`src/rtl/core_sequencer.sv`:
```
`timescale 1ns/1ps
`default_nettype none
// ============================================================================
// core_sequencer : multi-cycle fetch/decode/execute/mem/writeback control FSM
// Revision       : 1.0
// ============================================================================
module core_sequencer #(
  parameter int unsigned TIMEOUT     = 255,
  parameter int unsigned INSTR_CNT_W = 32
) (
  input  logic                   i_clk,
  input  logic                   i_arst,
  input  logic                   i_imem_ready,
  input  logic                   i_dmem_ready,
  input  logic                   i_mem_we,
  input  logic                   i_reg_we,
  input  logic                   i_load_instr,
  input  logic                   i_branch,
  input  logic                   i_jump,
  output logic                   o_imem_req,
  output logic                   o_instr_we,
  output logic                   o_dmem_req,
  output logic                   o_dmem_we,
  output logic                   o_reg_we,
  output logic                   o_pc_we,
  output logic                   o_branch_en,
  output logic                   o_jump_en,
  output logic [2:0]             o_state,
  output logic                   o_timeout,
  output logic [INSTR_CNT_W-1:0] o_instr_cnt
);

  localparam int unsigned TO_W = $clog2(TIMEOUT + 1);

  typedef enum logic [2:0] {
    S_IDLE    = 3'd0,
    S_FETCH   = 3'd1,
    S_DECODE  = 3'd2,
    S_EXECUTE = 3'd3,
    S_MEM     = 3'd4,
    S_WB      = 3'd5,
    S_ERROR   = 3'd6
  } state_e;

  state_e                 state_q, state_d;
  logic [TO_W-1:0]        wait_q, wait_d;
  logic                   store_q, store_d;
  logic                   regwe_q, regwe_d;
  logic                   load_q, load_d;
  logic                   branch_q, branch_d;
  logic                   jump_q, jump_d;
  logic [INSTR_CNT_W-1:0] cnt_q, cnt_d;

  always_comb begin
    state_d  = state_q;
    wait_d   = wait_q;
    store_d  = store_q;
    regwe_d  = regwe_q;
    load_d   = load_q;
    branch_d = branch_q;
    jump_d   = jump_q;
    cnt_d    = cnt_q;
    case (state_q)
      S_IDLE: begin
        state_d = S_FETCH;
        wait_d  = '0;
      end
      S_FETCH: begin
        // A ready arriving on the final allowed wait cycle still wins.
        if (i_imem_ready)                   state_d = S_DECODE;
        else if (wait_q == TO_W'(TIMEOUT))  state_d = S_ERROR;
        else                                wait_d  = wait_q + 1'b1;
      end
      S_DECODE: begin
        store_d  = i_mem_we;
        regwe_d  = i_reg_we;
        load_d   = i_load_instr;
        branch_d = i_branch;
        jump_d   = i_jump;
        state_d  = S_EXECUTE;
      end
      S_EXECUTE: begin
        if (load_q || store_q) begin
          state_d = S_MEM;
          wait_d  = '0;
        end else begin
          state_d = S_WB;
        end
      end
      S_MEM: begin
        if (i_dmem_ready)                   state_d = S_WB;
        else if (wait_q == TO_W'(TIMEOUT))  state_d = S_ERROR;
        else                                wait_d  = wait_q + 1'b1;
      end
      S_WB: begin
        cnt_d   = cnt_q + 1'b1;
        state_d = S_FETCH;
        wait_d  = '0;
      end
      S_ERROR: state_d = S_ERROR;
      default: state_d = S_IDLE;
    endcase
  end

  always_ff @(posedge i_clk or posedge i_arst) begin
    if (i_arst) begin
      state_q  <= S_IDLE;
      wait_q   <= '0;
      store_q  <= 1'b0;
      regwe_q  <= 1'b0;
      load_q   <= 1'b0;
      branch_q <= 1'b0;
      jump_q   <= 1'b0;
      cnt_q    <= '0;
    end else begin
      state_q  <= state_d;
      wait_q   <= wait_d;
      store_q  <= store_d;
      regwe_q  <= regwe_d;
      load_q   <= load_d;
      branch_q <= branch_d;
      jump_q   <= jump_d;
      cnt_q    <= cnt_d;
    end
  end

  // Outputs decode directly from the state register so reset clears them instantly.
  assign o_imem_req  = (state_q == S_FETCH);
  assign o_instr_we  = (state_q == S_FETCH) && i_imem_ready;
  assign o_dmem_req  = (state_q == S_MEM);
  assign o_dmem_we   = (state_q == S_MEM) && store_q;
  assign o_pc_we     = (state_q == S_WB);
  assign o_reg_we    = (state_q == S_WB) && regwe_q && !store_q && !branch_q;
  assign o_branch_en = (state_q == S_WB) && branch_q;
  assign o_jump_en   = (state_q == S_WB) && jump_q;
  assign o_state     = state_q;
  assign o_timeout   = (state_q == S_ERROR);
  assign o_instr_cnt = cnt_q;

endmodule
`default_nettype wire
```
`config.mk`:
```
export PLATFORM = sky130hd
export DESIGN_NAME = core_sequencer
export DESIGN_NICKNAME = d
export VERILOG_FILES = /design/src/rtl/core_sequencer.sv
export SDC_FILE = /design/constraint.sdc
export NUM_CORES = 1
export LEC_CHECK = 0
export CORE_UTILIZATION = 55
export CTS_BUF_LIST = sky130_fd_sc_hd__clkbuf_4
export DETAILED_ROUTE_END_ITERATION = 10
export PLACE_DENSITY_LB_ADDON = 0.2
export SLEW_MARGIN = 20
export SYNTH_ARGS = -nofsm -noshare
export SYNTH_HDL_FRONTEND = slang
export SYNTH_SLANG_ARGS = --single-unit
```
`constraint.sdc`:
```
create_clock -name i_clk -period 3 [get_ports i_clk]
set_clock_uncertainty 0.2 [all_clocks]
set_input_delay 0.45 -clock i_clk [delete_from_list [all_inputs] [get_ports i_clk]]
set_output_delay 0.45 -clock i_clk [all_outputs]
set_load 0.02 [all_outputs]
```
# ---- Word level (Yosys, flattened, before mapping)
# Cells that the tools add are included.
dict set report totals {
  register_bits 48
  input_bits 9
  out_inout_bits 44
  elab_cells 44
}
dict set report op_classes {
  n_addsub 2
  n_eq_ne 10
  n_mux 10
  reduce_logical 14
}
# op count
set op_table {}
lappend op_table {{32-bit by 1-bit adder with 32-bit output, second input constant} 1}
lappend op_table {{8-bit two-way mux} 4}
lappend op_table {{8-bit case mux with 4 select lines} 1}
lappend op_table {{3-bit case mux with 6 select lines} 1}
lappend op_table {{3-bit equality test, second input constant} 3}
lappend op_table {{3-bit two-way mux} 3}
lappend op_table {{8-bit by 1-bit adder with 8-bit output, second input constant} 1}
lappend op_table {{8-bit equality test, second input constant} 1}
lappend op_table {{1-bit logical AND} 7}
lappend op_table {{3-bit by 2-bit equality test with 1-bit output, second input constant} 2}
lappend op_table {{2-bit != test, second input constant} 3}
lappend op_table {{4-bit AND reduction} 1}
lappend op_table {{4-bit nonzero test} 1}
lappend op_table {{3-bit by 1-bit equality test with 1-bit output, second input constant} 1}
lappend op_table {{3-bit logical NOT} 1}
lappend op_table {{1-bit logical NOT} 2}
lappend op_table {{2-bit OR reduction} 1}
lappend op_table {{1-bit logical OR} 1}
lappend op_table {{1-bit two-way mux} 1}

# ---- Depth between registers and ports, before layout
dict set report depth {
  word_depth 4
  ltp_mapped 7
  mapped_depth_nobuf 6
}

# ---- Least setup slack after synthesis
# No wires, ideal clock.
dict set report synth_timing {
  path_type {register -> register}
  from {register state_q[0], in the netlist o_state[0]}
  to {register wait_q[2]}
  setup_ps 122
  arrival_time_ps 2031
  required_ps 2678
  setup_slack_ps 648
  path_stages_with_launch 7
  n_path_buf 1
  synth_period_minus_slack_ps 2352
  path_cell_list {dfrtp_1 buf_2 nor4bb_1 a21oi_2 o2111ai_1 xor2_1 nor2_1}
}
dict set report synth_via {
  elab_chain_len 4
  word_cells_on_any_way 12
  classes_between {7 x eq/ne; 1 x mux; 4 x reduce/logical}
}
# item line
set synth_lines {}
lappend synth_lines {{start: declaration} 45} ;# state_e state_q, state_d;
lappend synth_lines {{start signal: assignment} 116} ;# state_q <= state_d;
lappend synth_lines {{3-bit equality test / 3-bit logical NOT (equally long branches)} 63} ;# case (state_q)
lappend synth_lines {{2-bit OR reduction (no source line)} --}
lappend synth_lines {{4-bit nonzero test (no source line)} --}
lappend synth_lines {{4-bit AND reduction (no source line)} --}
lappend synth_lines {{end signal: assignment} 117} ;# wait_q <= wait_d;
lappend synth_lines {{end: declaration} 46} ;# logic [TO_W-1:0] wait_q, wait_d;
# Several ways; a longest one is shown, not always the timed one.
# A chain may end at the register's enable or synchronous reset.

# ---- Worst setup path in the final report
dict set report layout_timing {
  from {register state_q[0], in the netlist o_state[0]}
  to {output o_branch_en}
}
dict set report layout_via {
  elab_chain_len 2
}
# item line
set layout_lines {}
lappend layout_lines {{3-bit equality test} 134} ;# assign o_branch_en = (state_q == S_WB) && branch_q;
lappend layout_lines {{1-bit logical AND} 134}
lappend layout_lines {{end: declaration} 26} ;# output logic o_branch_en,
# Every way passes these cells.

==> reports/metrics.yaml <==
cts:
  cts_resized: 0
  clkLatencyLatePin_ps: 340
  cts_tree: "yes"
  postCtsSetupRepairBufs: 0
  cts_made_buffers: 5
  root_buffer: "clkbuf_4"
  ctsHoldBuffers: 0
  clkSinkCount: 48
  clk_pin_slew_worst_paths_ps: 130
  htreeDepth: 2
  cts_buffer_depth: 2
place:
  place.gp.congestion: 0.788
  hpwl_mm: 3.16
  dpl.cell_count: 308
  dpl_cell_area_sq_mm: 0.00287
  port_buffers: 52
finish:
  fill_cells: 291
  multi_input_area_sq_mm: 0.00105
  area_delta_synth_final_pct: 28.3
  final_nets: 276
  diodes: 0
  finish.instance_area_sq_mm: 0.00292
  layout-drive-gt1-share_pct: 9.40
  post_layout_nonfiller_instances: 316
  regArea_sq_mm: 0.00120
route:
  first_pass_iters: 4
  totalWireLength_mm: 4.27
  drt-wirelength-per-cell_um: 13.5
  drc: 0
  vias: 1718
  final_antenna_net_count: 0
  viasPerCell: 5.44
  drt_iter0_markers: 75
floorplanning:
  dieWidth_um: 66.4
  num_rows: 23
  die_h_um: 66.4
  start_util_pct: 57.0
  core_region_area_sq_mm: 0.00400
  ios: 53
  dieArea_sq_mm: 0.00440
worst_setup_path:
  setup.worst_path.start_class: "flop"
  r2r-end: "o_instr_cnt[24]"
  crit_arrival_ps: 2200
  cp_cell_sequence: "nand3b_4 -> inv_1 -> and2_1 -> clkdlybuf4s50_1"
  startpoint: "o_state[0]"
  critPathCaptureType: "primary output"
  rr_worst_depth: 6
  critPathKind: "reg -> out"
  slowest_delay_ps: 620
  r2r_slack_ps: 600
  cp.required_ps: 2350
  cpMaxStageDelayCell: "dfrtp_1"
  critPathMaxFanout: 14
  worstSetupEndpoint: "o_branch_en"
  worstReg2RegStart: "o_state[0]"
timing:
  worst_pin_slew_ps: 732
  finalSetupViolations: 0
  max_freq_mhz: 351
  hold_viol: 0
  slew_headroom_pct: 50.8
  period_share_pct: 94.9
  drv_slew: 0
  fin_crit_ps: 2850
  rsz0062_at_grt: "false"
  setup_tns_ps: 0
global_route:
  grt_pass1_vias: 1586
  grt_max_degree: 33
  grt_pass1_wl_mm: 7.19
  antenna_found_initial: 0
  track_usage_pct: 21.6
  grt_overflow_total: 0
power:
  pwr-share-seq_pct: 66.9
  total_power_uw: 966
  switchingPower_uw: 200
  power.density_mw_per_mm2: 331
  switching_share_pct: 20.6
  power_leakage_nw: 1.22
  pwr-share-comb_pct: 2.7
  power.internal_uw: 767
  p_clk_share_pct: 30.4
  ir_worst_vdd_uv: 210
synth:
  async_flop_share_pct: 100
  synth_cell_types: 39
  synth_area_sq_mm: 0.00228
  avgSynthCellArea_sq_um: 11.1
  synthCells: 206
  seq_area_frac_synth_pct: 52.7
  synthFlopType: "dfrtp_1"
  syn_nets: 217
  synth.ff_latch_count: 48
  ys_warn_count: 0
  synth_edf_count: 0
run:
  drv_cap: 0
run_status:
  outcome: "finished, final reports clean"
worst_hold_path:
  min_path_type: "reg -> reg"
[registers in the layout, indices dropped and copies added (netlist names)]
signal and flops:
o_instr_cnt 32, wait_q 8, o_state 3, branch_q 1, jump_q 1, load_q 1, regwe_q 1, store_q 1
[critical path: cells and delay by family (launching register included)]
family / cells / cell delay [ps]
buf+inv: 2 / 900
flops: 1 / 620
simple gates: 2 / 340
[worst min-delay path by stage]
stage                          startpoint              end  depth (start not counted)
after global placement    o_instr_cnt[31]  o_instr_cnt[31]                          1
after CTS                 o_instr_cnt[31]  o_instr_cnt[31]                          1
final                     o_instr_cnt[31]  o_instr_cnt[31]                          1
after global routing      o_instr_cnt[31]  o_instr_cnt[31]                          1
after floorplan                    jump_q           jump_q                          1
after detailed placement  o_instr_cnt[31]  o_instr_cnt[31]                          1
[cell families (layout without fill, tap and decap cells)]
kind of cell / count (synthesis) / count (layout) / share of synthesized area, %
AOI/OAI and AO/OA: 21 / 21 / 6.48
xor gates and xnor gates: 33 / 33 / 12.7
adders and majority gates: 2 / 2 / 1.10
buffers and inverters: 7 / 67 / 1.37
DFF: 48 / 48 / 52.7
muxes: 5 / 5 / 2.47
and+or+nand+nor: 90 / 90 / 23.2
[final cells by class]
cell class / instances / area share (%)
repair buffers: 55 / 18.6
inverters: 4 / 0.513
clock buffers: 7 / 1.80
well taps: 50 / 2.14
multi-input cells: 151 / 35.8
flip-flops and latches: 48 / 41.1
clock inverters: 1 / 0.128
[per-stage QoR]
stage	hold WS (ps)	setup WS [ps]	utilization (%)
after detailed placement	267	360	71.7
after global routing	301	11.4	73.1
after CTS	285	126	73.1
after floorplan	272	648	-
after global placement	263	382	71.7
final	281	153	73.1
[cell usage in the layout, fill, tap and decap left out, types with 3 or more instances in the layout]
master,netlist,layout
clkdlybuf4s50_1,0,52
dfrtp_1,48,48
xnor2_1,27,27
nand2_1,18,18
nand3_1,15,15
nand4_1,11,11
nor2_1,11,11
o21ai_0,7,7
clkbuf_4,0,7
xor2_1,6,6
and4_1,6,6
and3_1,6,6
mux2_2,5,5
a21oi_1,5,5
or4_1,4,4
inv_1,4,3
and2_1,3,3
buf_4,1,3
[layer usage]
layer | part of all wire, % | GRT usage, % | up-vias
met5 | 0 | 0 | -
met4 | 1.2 | 6.38 | 0
met3 | 2.8 | 4.31 | 7
met2 | 48 | 35.3 | 31
met1 | 48 | 29.1 | 832
li1 | - | - | 848
[cells in the mapped netlist (all sizes together) (2+ instances only)]
cell type | count | share of area (%)
and3 | 6 | 1.6
a21oi | 6 | 1.5
and4 | 6 | 2.3
ha | 2 | 1.1
xnor2 | 27 | 10
and2 | 3 | 0.82
nor4b | 2 | 0.77
nand4 | 11 | 3.0
nor3b | 2 | 0.88
dfrtp | 48 | 53
buf | 2 | 0.55
o21ai | 8 | 1.9
nand3 | 15 | 3.3
o31ai | 2 | 0.66
or4 | 4 | 1.3
nor3 | 3 | 1.1
nor2 | 12 | 2.1
xor2 | 6 | 2.3
mux2 | 5 | 2.5
nand2b | 2 | 0.55
nand2 | 19 | 3.2
inv | 4 | 0.66
or3 | 2 | 0.55
[power by group through the flow]
stage	Sequential [mW]	Combinational, mW	Clock, mW
CTS	0.647	0.0272	0.305
global placement	0.659	0.0267	0
floorplan	0.659	0.0103	0
global route	0.647	0.0296	0.334
detailed placement	0.659	0.0270	0
finish	0.647	0.0259	0.294
Note: power is estimated with default switching activity, not from simulation.
